<file path="src/rtl/muldiv_defs.sv">
// Shared definitions for the mult/div sequencer: FSM state encodings,
// operation codes and default watchdog sizing.
package muldiv_defs;

    localparam logic [2:0] S_IDLE   = 3'd0;
    localparam logic [2:0] S_START  = 3'd1;
    localparam logic [2:0] S_WAIT   = 3'd2;
    localparam logic [2:0] S_COMMIT = 3'd3;
    localparam logic [2:0] S_DONE   = 3'd4;
    localparam logic [2:0] S_EXC    = 3'd5;

    localparam logic OP_MULT = 1'b0;
    localparam logic OP_DIV  = 1'b1;

    localparam int TIMEOUT_CYCLES_DEF = 64;
    localparam int CNT_W_DEF          = 7;

endpackage

</file>
<file path="src/rtl/muldiv_watchdog.sv">
// WAIT-state watchdog for the mult/div sequencer. Compiled only when
// MULDIV_TIMEOUT_EN is defined, since nothing else instantiates it.
`ifdef MULDIV_TIMEOUT_EN
module muldiv_watchdog #(
    parameter int TIMEOUT_CYCLES = 64,
    parameter int CNT_W          = 7
) (
    input  logic clock,
    input  logic reset,
    input  logic clear,
    input  logic enable,
    output logic expired
);

    logic [CNT_W-1:0] count;

    // Counting stops at the terminal value; the sequencer leaves WAIT there.
    always_ff @(posedge clock or negedge reset) begin
        if (!reset) begin
            count <= '0;
        end else if (clear) begin
            count <= '0;
        end else if (enable && !expired) begin
            count <= count + CNT_W'(1);
        end
    end

    assign expired = enable && (count == CNT_W'(TIMEOUT_CYCLES - 1));

endmodule
`endif

</file>
<file path="src/rtl/muldiv_sequencer.sv">
// Sequences the shared multiplier/divisor for the main control FSM: start
// pulse, completion wait, HI/LO commit, done/exception reporting.
// Optional WAIT watchdog enabled by defining MULDIV_TIMEOUT_EN.
module muldiv_sequencer
    import muldiv_defs::*;
#(
    parameter int TIMEOUT_CYCLES = TIMEOUT_CYCLES_DEF,
    parameter int CNT_W          = CNT_W_DEF
) (
    input  logic clock,
    input  logic reset,
    input  logic op_valid,
    input  logic op_sel,
    output logic op_ready,
    output logic busy,
    output logic mult_start,
    output logic div_start,
    input  logic mult_fim,
    input  logic div_fim,
    input  logic div_by_zero,
    output logic hi_sel,
    output logic lo_sel,
    output logic hi_write,
    output logic lo_write,
    output logic done,
    output logic exc_divzero,
    output logic exc_timeout
);

    if (TIMEOUT_CYCLES < 1 || TIMEOUT_CYCLES > (1 << CNT_W)) begin : g_bad_cfg
        $error("muldiv_sequencer: CNT_W too narrow for TIMEOUT_CYCLES");
    end

    logic [2:0] state;
    logic [2:0] state_next;
    logic       op;
    logic       unit_sel;
    logic       fim_sel;
    logic       div_abort;
    logic       timeout_hit;
    logic       exc_is_timeout;

    assign fim_sel   = (op == OP_DIV) ? div_fim : mult_fim;
    assign div_abort = (op == OP_DIV) && div_by_zero;

`ifdef MULDIV_TIMEOUT_EN
    muldiv_watchdog #(
        .TIMEOUT_CYCLES (TIMEOUT_CYCLES),
        .CNT_W          (CNT_W)
    ) u_watchdog (
        .clock   (clock),
        .reset   (reset),
        .clear   (state != S_WAIT),
        .enable  (state == S_WAIT),
        .expired (timeout_hit)
    );

    // Remembers which abort led into EXC so the right flag is pulsed there.
    always_ff @(posedge clock or negedge reset) begin
        if (!reset) begin
            exc_is_timeout <= 1'b0;
        end else if (state_next == S_EXC) begin
            exc_is_timeout <= !div_abort;
        end
    end
`else
    assign timeout_hit    = 1'b0;
    assign exc_is_timeout = 1'b0;
`endif

    // NOTE: every always_comb output gets a default first so no path infers a latch.
    always_comb begin
        state_next = state;
        case (state)
            S_IDLE:   if (op_valid) state_next = S_START;
            S_START:  state_next = div_abort ? S_EXC : S_WAIT;
            S_WAIT: begin
                if (div_abort)        state_next = S_EXC;
                else if (fim_sel)     state_next = S_COMMIT;
                else if (timeout_hit) state_next = S_EXC;
            end
            S_COMMIT: state_next = S_DONE;
            S_DONE:   state_next = S_IDLE;
            S_EXC:    state_next = S_IDLE;
            default:  state_next = S_IDLE;
        endcase
    end

    // NOTE: state registers use non-blocking assignments so all flops update together.
    always_ff @(posedge clock or negedge reset) begin
        if (!reset) begin
            state    <= S_IDLE;
            op       <= OP_MULT;
            unit_sel <= 1'b0;
        end else begin
            state <= state_next;
            if (state == S_IDLE && op_valid) begin
                op       <= op_sel;
                unit_sel <= op_sel;
            end
        end
    end

    // Moore decode; HI/LO selects persist until the next accepted request.
    assign op_ready    = (state == S_IDLE);
    assign busy        = (state != S_IDLE);
    assign mult_start  = (state == S_START) && (op == OP_MULT);
    assign div_start   = (state == S_START) && (op == OP_DIV);
    assign hi_sel      = unit_sel;
    assign lo_sel      = unit_sel;
    assign hi_write    = (state == S_COMMIT);
    assign lo_write    = (state == S_COMMIT);
    assign done        = (state == S_DONE);
    assign exc_divzero = (state == S_EXC) && !exc_is_timeout;
    assign exc_timeout = (state == S_EXC) && exc_is_timeout;

endmodule

</file>
<file path="config.mk">
export PLATFORM = sky130hd
export DESIGN_NAME = muldiv_sequencer
export DESIGN_NICKNAME = d
export VERILOG_FILES = /design/src/rtl/muldiv_defs.sv /design/src/rtl/muldiv_watchdog.sv /design/src/rtl/muldiv_sequencer.sv
export SDC_FILE = /design/constraint.sdc
export NUM_CORES = 1
export LEC_CHECK = 0
export BUFFER_PORTS_ARGS = -buffer_cell sky130_fd_sc_hd__buf_4
export CAP_MARGIN = 20
export CORE_AREA = 2 2 39 41
export CTS_CLUSTER_SIZE = 25
export DETAILED_ROUTE_END_ITERATION = 10
export DIE_AREA = 0 0 41 43
export PLACE_DENSITY = 0.43
export SYNTH_ARGS = -nofsm -noshare
export SYNTH_HDL_FRONTEND = slang
export SYNTH_HIERARCHICAL = 1
export SYNTH_SLANG_ARGS = --single-unit
</file>
<file path="constraint.sdc">
create_clock -name clock -period 1.8 [get_ports clock]
set_clock_uncertainty 0.2 [all_clocks]
set_input_delay 0.18 -clock clock [delete_from_list [all_inputs] [get_ports clock]]
set_output_delay 0.18 -clock clock [all_outputs]
set_load 0.05 [all_outputs]
</file>
# [Word-level counts from Yosys, hierarchy flattened]
# Index checks and enable logic that the tools add are counted.
[totals] regBits=4 latch_bits=0 mem_bits_ro=0 n_memories=0 ramBits=0 output_inout_bits=11 wordCells=23 input_bits=7
[classes] add_sub_neg=0 n_lt_le_gt_ge=0 reduce_logical=7 n_mux=6 eq_ne=7 div=0 shift=0 multipliers=0 bitwise=1
[ops] cell="3-bit two-way mux" n=4
[ops] cell="3-bit one-hot mux with 4 select lines" n=1
[ops] cell="3-bit by 2-bit equality test with 1-bit output, second input constant" n=2
[ops] cell="3-bit equality test, second input constant" n=2
[ops] cell="1-bit logical AND" n=4
[ops] cell="3-bit by 1-bit equality test with 1-bit output, second input constant" n=1
[ops] cell="3-bit logical NOT" n=1
[ops] cell="3-bit inequality test, second input constant" n=1
[ops] cell="3-bit nonzero test" n=1
[ops] cell="2-bit inequality test, second input constant" n=1
[ops] cell="2-bit AND reduction" n=1
[ops] cell="1-bit two-way mux" n=1
[ops] cell="1-bit inverter" n=1

# [Longest topological paths before layout]
# Gate-level depths: netlist of run 1.
[depth] ltp_word=4 depth_mapped=4 ltp_nobuf=4

# [Worst setup path after synthesis of run 1]
# OpenSTA, ideal clock, no wires.
[synth_timing] path_type="register to output" from="register hi_sel (netlist name)" to="output mult_start" t_required_ps=1420 slack_ps=-890 t_arrival_ps=2310 n_path_buf=0 path_stages_with_launch=2 path_cell_list="dfrtp_1 -> nor4b_1"
[synth_lines] item="end: declaration" line="muldiv_sequencer.sv:16" rtl="output logic mult_start,"

# [Final worst setup path of run 1]
[layout_timing] from="register state[1]" to="output div_start"
[layout_between] elab_chain_len=2
[layout_rtl] item="start: declaration" line="muldiv_sequencer.sv:34" rtl="logic [2:0] state;"
[layout_rtl] item="start signal: assignment" line="muldiv_sequencer.sv:96" rtl="state <= state_next;"
[layout_rtl] item="3-bit by 1-bit equality test with 1-bit output" line="muldiv_sequencer.sv:108" rtl="assign div_start = (state == S_START) && (op == OP_DIV);"
[layout_rtl] item="1-bit logical AND" line="muldiv_sequencer.sv:108"
[layout_rtl] item="end: declaration" line="muldiv_sequencer.sv:17" rtl="output logic div_start,"
# Every way passes these cells.

==> results of run 1 <==
## cell families (layout without fill, tap and decap cells)
logic type             Yosys count  after routing  synth area share [%]
other                            1              1                  1.29
AND/OR/NAND/NOR                 15             15                  34.9
multiplexers                     2              2                  8.62
buffers and inverters            6             25                  11.6
AO/OA/AOI/OAI                    3              3                  6.03
flip-flops                       4              4                  34.5
XOR/XNOR                         1              1                  3.02
## sequential cells by signal, indices dropped and copies added (netlist names)
signal,count
state,3
hi_sel,1
## metrics by stage
step	setup slack [ps]	setup TNS [ps]	hold slack, ps
2_1_floorplan	-199	-199	-316
3_3_place_gp	333	0	-223
3_5_place_dp	305	0	-224
4_1_cts	143	0	45.2
5_1_grt	56.3	0	76.4
6_report	159	0	54.0
## worst register-to-register path: stages, from the launching register on
cell and delay (ps):
dfrtp_1 370, or3_4 410, inv_4 60, nand2_2 50, mux2_4 280
## metal layers
layer	wire (um)	global-route usage (%)	up-vias
met4	0	8.00	0
met1	278	11.1	127
met2	361	11.9	9
li1	-	-	144
met3	37	1.57	0
met5	0	0	-
## placed cells by master (no fill, tap or decap)
master / instances
o21ai_0: 1
inv_4: 1
mux2_4: 1
buf_4: 19
dlygate4sd3_1: 2
or3_4: 1
clkbuf_4: 3
and3b_2: 2
dfrtp_1: 4
and4bb_2: 1
nor3b_2: 1
xor2_1: 1
nand2_1: 3
conb_1: 1
and3_1: 1
nand2_2: 1
nor2_1: 2
nor4b_2: 1
a21oi_1: 1
nand3_1: 1
mux2i_1: 1
nor3_1: 1
o211ai_1: 1
## what timing repair did
item	in CTS	in global routing
hold buffers	2	0
gates resized for setup	0	0
hold endpoints to repair	5	0
## final timing paths
kind	startpoint	end	slack, ps	depth (start not counted)
min reg2reg	state[2]$_DFFE_PN0P_	state[2]$_DFFE_PN0P_	380	2
min	div_by_zero	state[1]$_DFFE_PN0P_	50	4
min in group asynchronous	reset	state[2]$_DFFE_PN0P_	80	2
max in group asynchronous	reset	state[0]$_DFFE_PN0P_	1220	2
max	state[1]$_DFFE_PN0P_	div_start	160	3
max reg2reg	state[2]$_DFFE_PN0P_	hi_sel$_DFFE_PN0P_	310	4
## layout make-up
| cell class | instances | area [sq um] | area share, % |
|---|---|---|---|
| clock buffers | 3 | 22.5 | 4.70 |
| inverters | 1 | 6.26 | 1.31 |
| multi-input cells | 22 | 168 | 35.0 |
| flip-flops and latches | 4 | 100 | 20.9 |
| well taps | 16 | 20.0 | 4.18 |
| repair buffers | 21 | 163 | 33.9 |
==> impl_metrics.env, run 1 <==
export IMPL_place_inst=62
export IMPL_ctsRootBufferMaster="clkbuf_4"
export IMPL_grt_pass1_wl_um=1030
export IMPL_pin_count=18
export IMPL_hold_class="in2reg"
export IMPL_htree_levels=1
export IMPL_endpoint_kind="output pin"
export IMPL_cpMaxStageDelayCell="dfrtp_1"
export IMPL_status="finished clean"
export IMPL_period_share_pct=91.2
export IMPL_start_util_pct=21.0
export IMPL_grt_pass1_vias=261
export IMPL_gp_congestion=0.771
export IMPL_final_antenna_net_count=0
export IMPL_die_h_um=43
export IMPL_synth_top_area_cell="dfrtp_1"
export IMPL_synth_edf_count=0
export IMPL_drtIter0Drc=2
export IMPL_cts_inserted_buffers=3
export IMPL_yosys_top_cells_count="dfrtp_1, buf_4, nand2_1"
export IMPL_ys_flop_type="dfrtp_1"
export IMPL_syn_area_sq_um=290
export IMPL_synth_most_common_cell="dfrtp_1"
export IMPL_syn_to_final_growth_pct=65.1
export IMPL_clock_sinks=4
export IMPL_cts_tree="done"
export IMPL_hpwl_um=522
export IMPL_period_needed_ps=1640
export IMPL_antenna_found_initial=0
export IMPL_final_max_slew_viol_count=0
export IMPL_synth_nets=39
export IMPL_drt_wirelength_per_cell_um=10.1
export IMPL_die_w_um=41
export IMPL_num_rows=14
export IMPL_drt_drc_violations_left=0
export IMPL_yosys_area_top_type_share_pct=34.5
export IMPL_totalWireLength_um=678
export IMPL_slowest_delay_ps=370
export IMPL_io_buffers=16
export IMPL_crit_type="reg2out"
export IMPL_grt_usage_pct=8.79
export IMPL_post_dp_cell_area_sq_um=437
export IMPL_synthArstFlopShare_pct=100
export IMPL_cp_common_cell="buf_4"
export IMPL_vias=280
export IMPL_drive_gt1_share_pct=60.8
export IMPL_grt_start_max_net_pins=12
export IMPL_syn_inst=32
export IMPL_yosysWarnings=6
export IMPL_post_route_util_pct=34.6
export IMPL_clockBufferDepth=2
export IMPL_cp_arrival_ps=1260
export IMPL_nets=60
export IMPL_die_area_sq_um=1760
export IMPL_synth_seq_cells=4
export IMPL_cp_start_kind="flop"
export IMPL_max_cap_violations=0
export IMPL_overflow=0
export IMPL_synth_distinct_cells=22
export IMPL_crit_fanout=11
export IMPL_drt_pass1_iterations=3
export IMPL_setup_violations=0
export IMPL_fill_cells=145
export IMPL_path_buf_inv=2
export IMPL_worstPathCellList="buf_4 -> and4bb_2 -> buf_4"
export IMPL_clk_latency_ps=230
export IMPL_core_sq_um=1380
export IMPL_fin_cells=67
export IMPL_cts_setup_buffers=0
export IMPL_rsz0062_at_grt="false"
export IMPL_syn_area_per_cell_sq_um=9.07
export IMPL_cp_top_family="flip-flops"
export IMPL_netlist_top_cells_area="dfrtp_1, buf_4, and3b_2"
export IMPL_vias_per_cell=4.18
export IMPL_clk_pin_slew_ps=30
export IMPL_fmax_mhz=609
export IMPL_final_area_sq_um=479
export IMPL_num_antenna_cells=0
export IMPL_yosysSeqAreaShare_pct=34.5
export IMPL_required_ps=1420
export IMPL_hold_viol_final=0
Power of run 1 is not shown: default switching activity piles up to over one toggle a cycle in this logic, so the estimate is an artifact.
==> inputs of run 2 (changes only) <==
--- a/constraint.sdc
+++ b/constraint.sdc
@@ -3,3 +3,3 @@
 set_input_delay 0.18 -clock clock [delete_from_list [all_inputs] [get_ports clock]]
 set_output_delay 0.18 -clock clock [all_outputs]
-set_load 0.05 [all_outputs]
+set_load 0.02 [all_outputs]
==> impl_metrics.env, run 2 (synthesis results as in run 1) <==
export IMPL_status="finished clean"
export IMPL_grt_pass1_wl_um=1100
export IMPL_drtIter0Drc=2
export IMPL_finalSetupTns_ps=0
export IMPL_cts_inserted_buffers=3
export IMPL_hold_viol_final=0
export IMPL_clk_pin_slew_ps=40
export IMPL_num_rows=14
export IMPL_final_common_cell="buf_4"
export IMPL_nets=60
export IMPL_fmax_mhz=612
export IMPL_cp_common_cell="buf_4"
export IMPL_slowest_delay_ps=370
export IMPL_drt_wirelength_per_cell_um=10.6
export IMPL_cts_repair_resized=0
export IMPL_vias_per_cell=4.30
export IMPL_endpoint_kind="output pin"
export IMPL_syn_to_final_growth_pct=60.3
export IMPL_grt_usage_pct=10.1
export IMPL_antenna_found_initial=0
export IMPL_path_buf_inv=2
export IMPL_hold_buffers=2
export IMPL_post_dp_cell_area_sq_um=423
export IMPL_totalWireLength_um=711
export IMPL_cts_tree="done"
export IMPL_final_max_slew_viol_count=0
export IMPL_period_share_pct=90.7
export IMPL_die_w_um=41
export IMPL_hpwl_um=513
export IMPL_die_area_sq_um=1760
export IMPL_grt_pass1_vias=246
export IMPL_cp_arrival_ps=1250
export IMPL_pin_count=18
export IMPL_largest_register="state"
export IMPL_clockBufferDepth=2
export IMPL_peakVddDrop_v=0.000449
export IMPL_final_area_sq_um=465
export IMPL_pwr_share_clk_pct=13.1
export IMPL_combPwrFrac_pct=66.9
export IMPL_hold_class="in2reg"
export IMPL_p_int_w=0.000480
export IMPL_grt_start_max_net_pins=12
export IMPL_power_density_nw_per_um2=1840
export IMPL_gp_congestion=0.686
export IMPL_die_h_um=43
export IMPL_vias=288
export IMPL_cp_start_kind="flop"
export IMPL_drt_pass1_iterations=2
export IMPL_cts_setup_buffers=0
export IMPL_clk_latency_ps=240
export IMPL_rsz0062_at_grt="false"
export IMPL_switching_share_pct=43.8
export IMPL_start_util_pct=21.0
export IMPL_final_antenna_net_count=0
export IMPL_io_buffers=16
export IMPL_final_cell_mix="buf_4, dfrtp_1, nand2_1, clkbuf_4"
export IMPL_num_antenna_cells=0
export IMPL_power_leakage_nw=0.241
export IMPL_fill_cells=154
export IMPL_setup_violations=0
export IMPL_power_frac_seq_pct=20.0
export IMPL_clock_sinks=4
export IMPL_cp_top_family="flip-flops"
export IMPL_htree_levels=1
export IMPL_largest_reg_flops=3
export IMPL_worstPathCellList="buf_4 -> nor4b_1 -> buf_4"
export IMPL_drive_gt1_share_pct=56.9
export IMPL_crit_fanout=11
export IMPL_overflow=0
export IMPL_crit_type="reg2out"
export IMPL_drt_drc_violations_left=0
export IMPL_required_ps=1420
export IMPL_cpMaxStageDelayCell="dfrtp_1"
export IMPL_core_sq_um=1380
export IMPL_p_sw_w=0.000375
export IMPL_max_cap_violations=0
export IMPL_ctsRootBufferMaster="clkbuf_4"
export IMPL_period_needed_ps=1630
[run 2: cell counts in the layout (fill, tap and decap cells not counted)]
No cell type changed its count.
[run 2: final timing paths]
path	start	cells past startpoint	to	slack (ps)
setup / recovery	state[1]$_DFFE_PN0P_	3	mult_start	170
hold / removal	div_by_zero	4	state[1]$_DFFE_PN0P_	30
setup reg to reg	state[2]$_DFFE_PN0P_	4	hi_sel$_DFFE_PN0P_	320
hold reg to reg	state[2]$_DFFE_PN0P_	2	state[1]$_DFFE_PN0P_	370
max in group asynchronous	reset	2	state[0]$_DFFE_PN0P_	1210
min in group asynchronous	reset	2	state[1]$_DFFE_PN0P_	80
[run 2: stage by stage]
| step | std cells | util (%) | setup slack [ps] | hold WS (ps) | power, W |
|---|---|---|---|---|---|
| after floorplan | 32 | - | 82.1 | -316 | 0.000542 |
| after global placement | 62 | 30.6 | 339 | -223 | 0.000737 |
| after detailed placement | 62 | 30.6 | 324 | -222 | 0.000741 |
| after CTS | 67 | 33.6 | 142 | 19.8 | 0.000863 |
| after global routing | 67 | 33.6 | 66.7 | 49.5 | 0.000923 |
| final | 67 | 33.6 | 167 | 32.2 | 0.000854 |
[run 2: area by class of cell]
cell class / count / area (sq um) / share of cell area [%]
Timing Repair Buffer: 21 / 163 / 34.9
Inverter: 1 / 3.75 / 0.806
Sequential cell: 4 / 100 / 21.5
Clock buffer: 3 / 22.5 / 4.84
Multi-Input combinational cell: 22 / 156 / 33.6
Tap cell: 16 / 20.0 / 4.30
[run 2: power by group through the flow]
stage	Clock [W]	Combinational [W]	Sequential, W
after detailed placement	0	0.000569	0.000172
final	0.000112	0.000572	0.000171
after global routing	0.000128	0.000616	0.000179
after CTS	0.000119	0.000573	0.000171
after floorplan	0	0.000356	0.000186
after global placement	0	0.000565	0.000173
[run 2: tightest hold or removal path: stages]
cell and delay (ps):
buf_4 80, nand2_1 70, nand2_1 70, nor2_1 30
[run 2: layer usage]
metal | global-route usage (%) | routed length [um] | vias up | part of all wire [%]
met3 | 3.14 | 49 | 2 | 6.9
met1 | 13.0 | 320 | 128 | 45
met4 | 12.0 | 19 | 0 | 2.7
li1 | - | - | 145 | -
met5 | 0 | 0 | - | 0
met2 | 11.3 | 322 | 13 | 45
No activity file was read; power rests on OpenSTA's default activity.
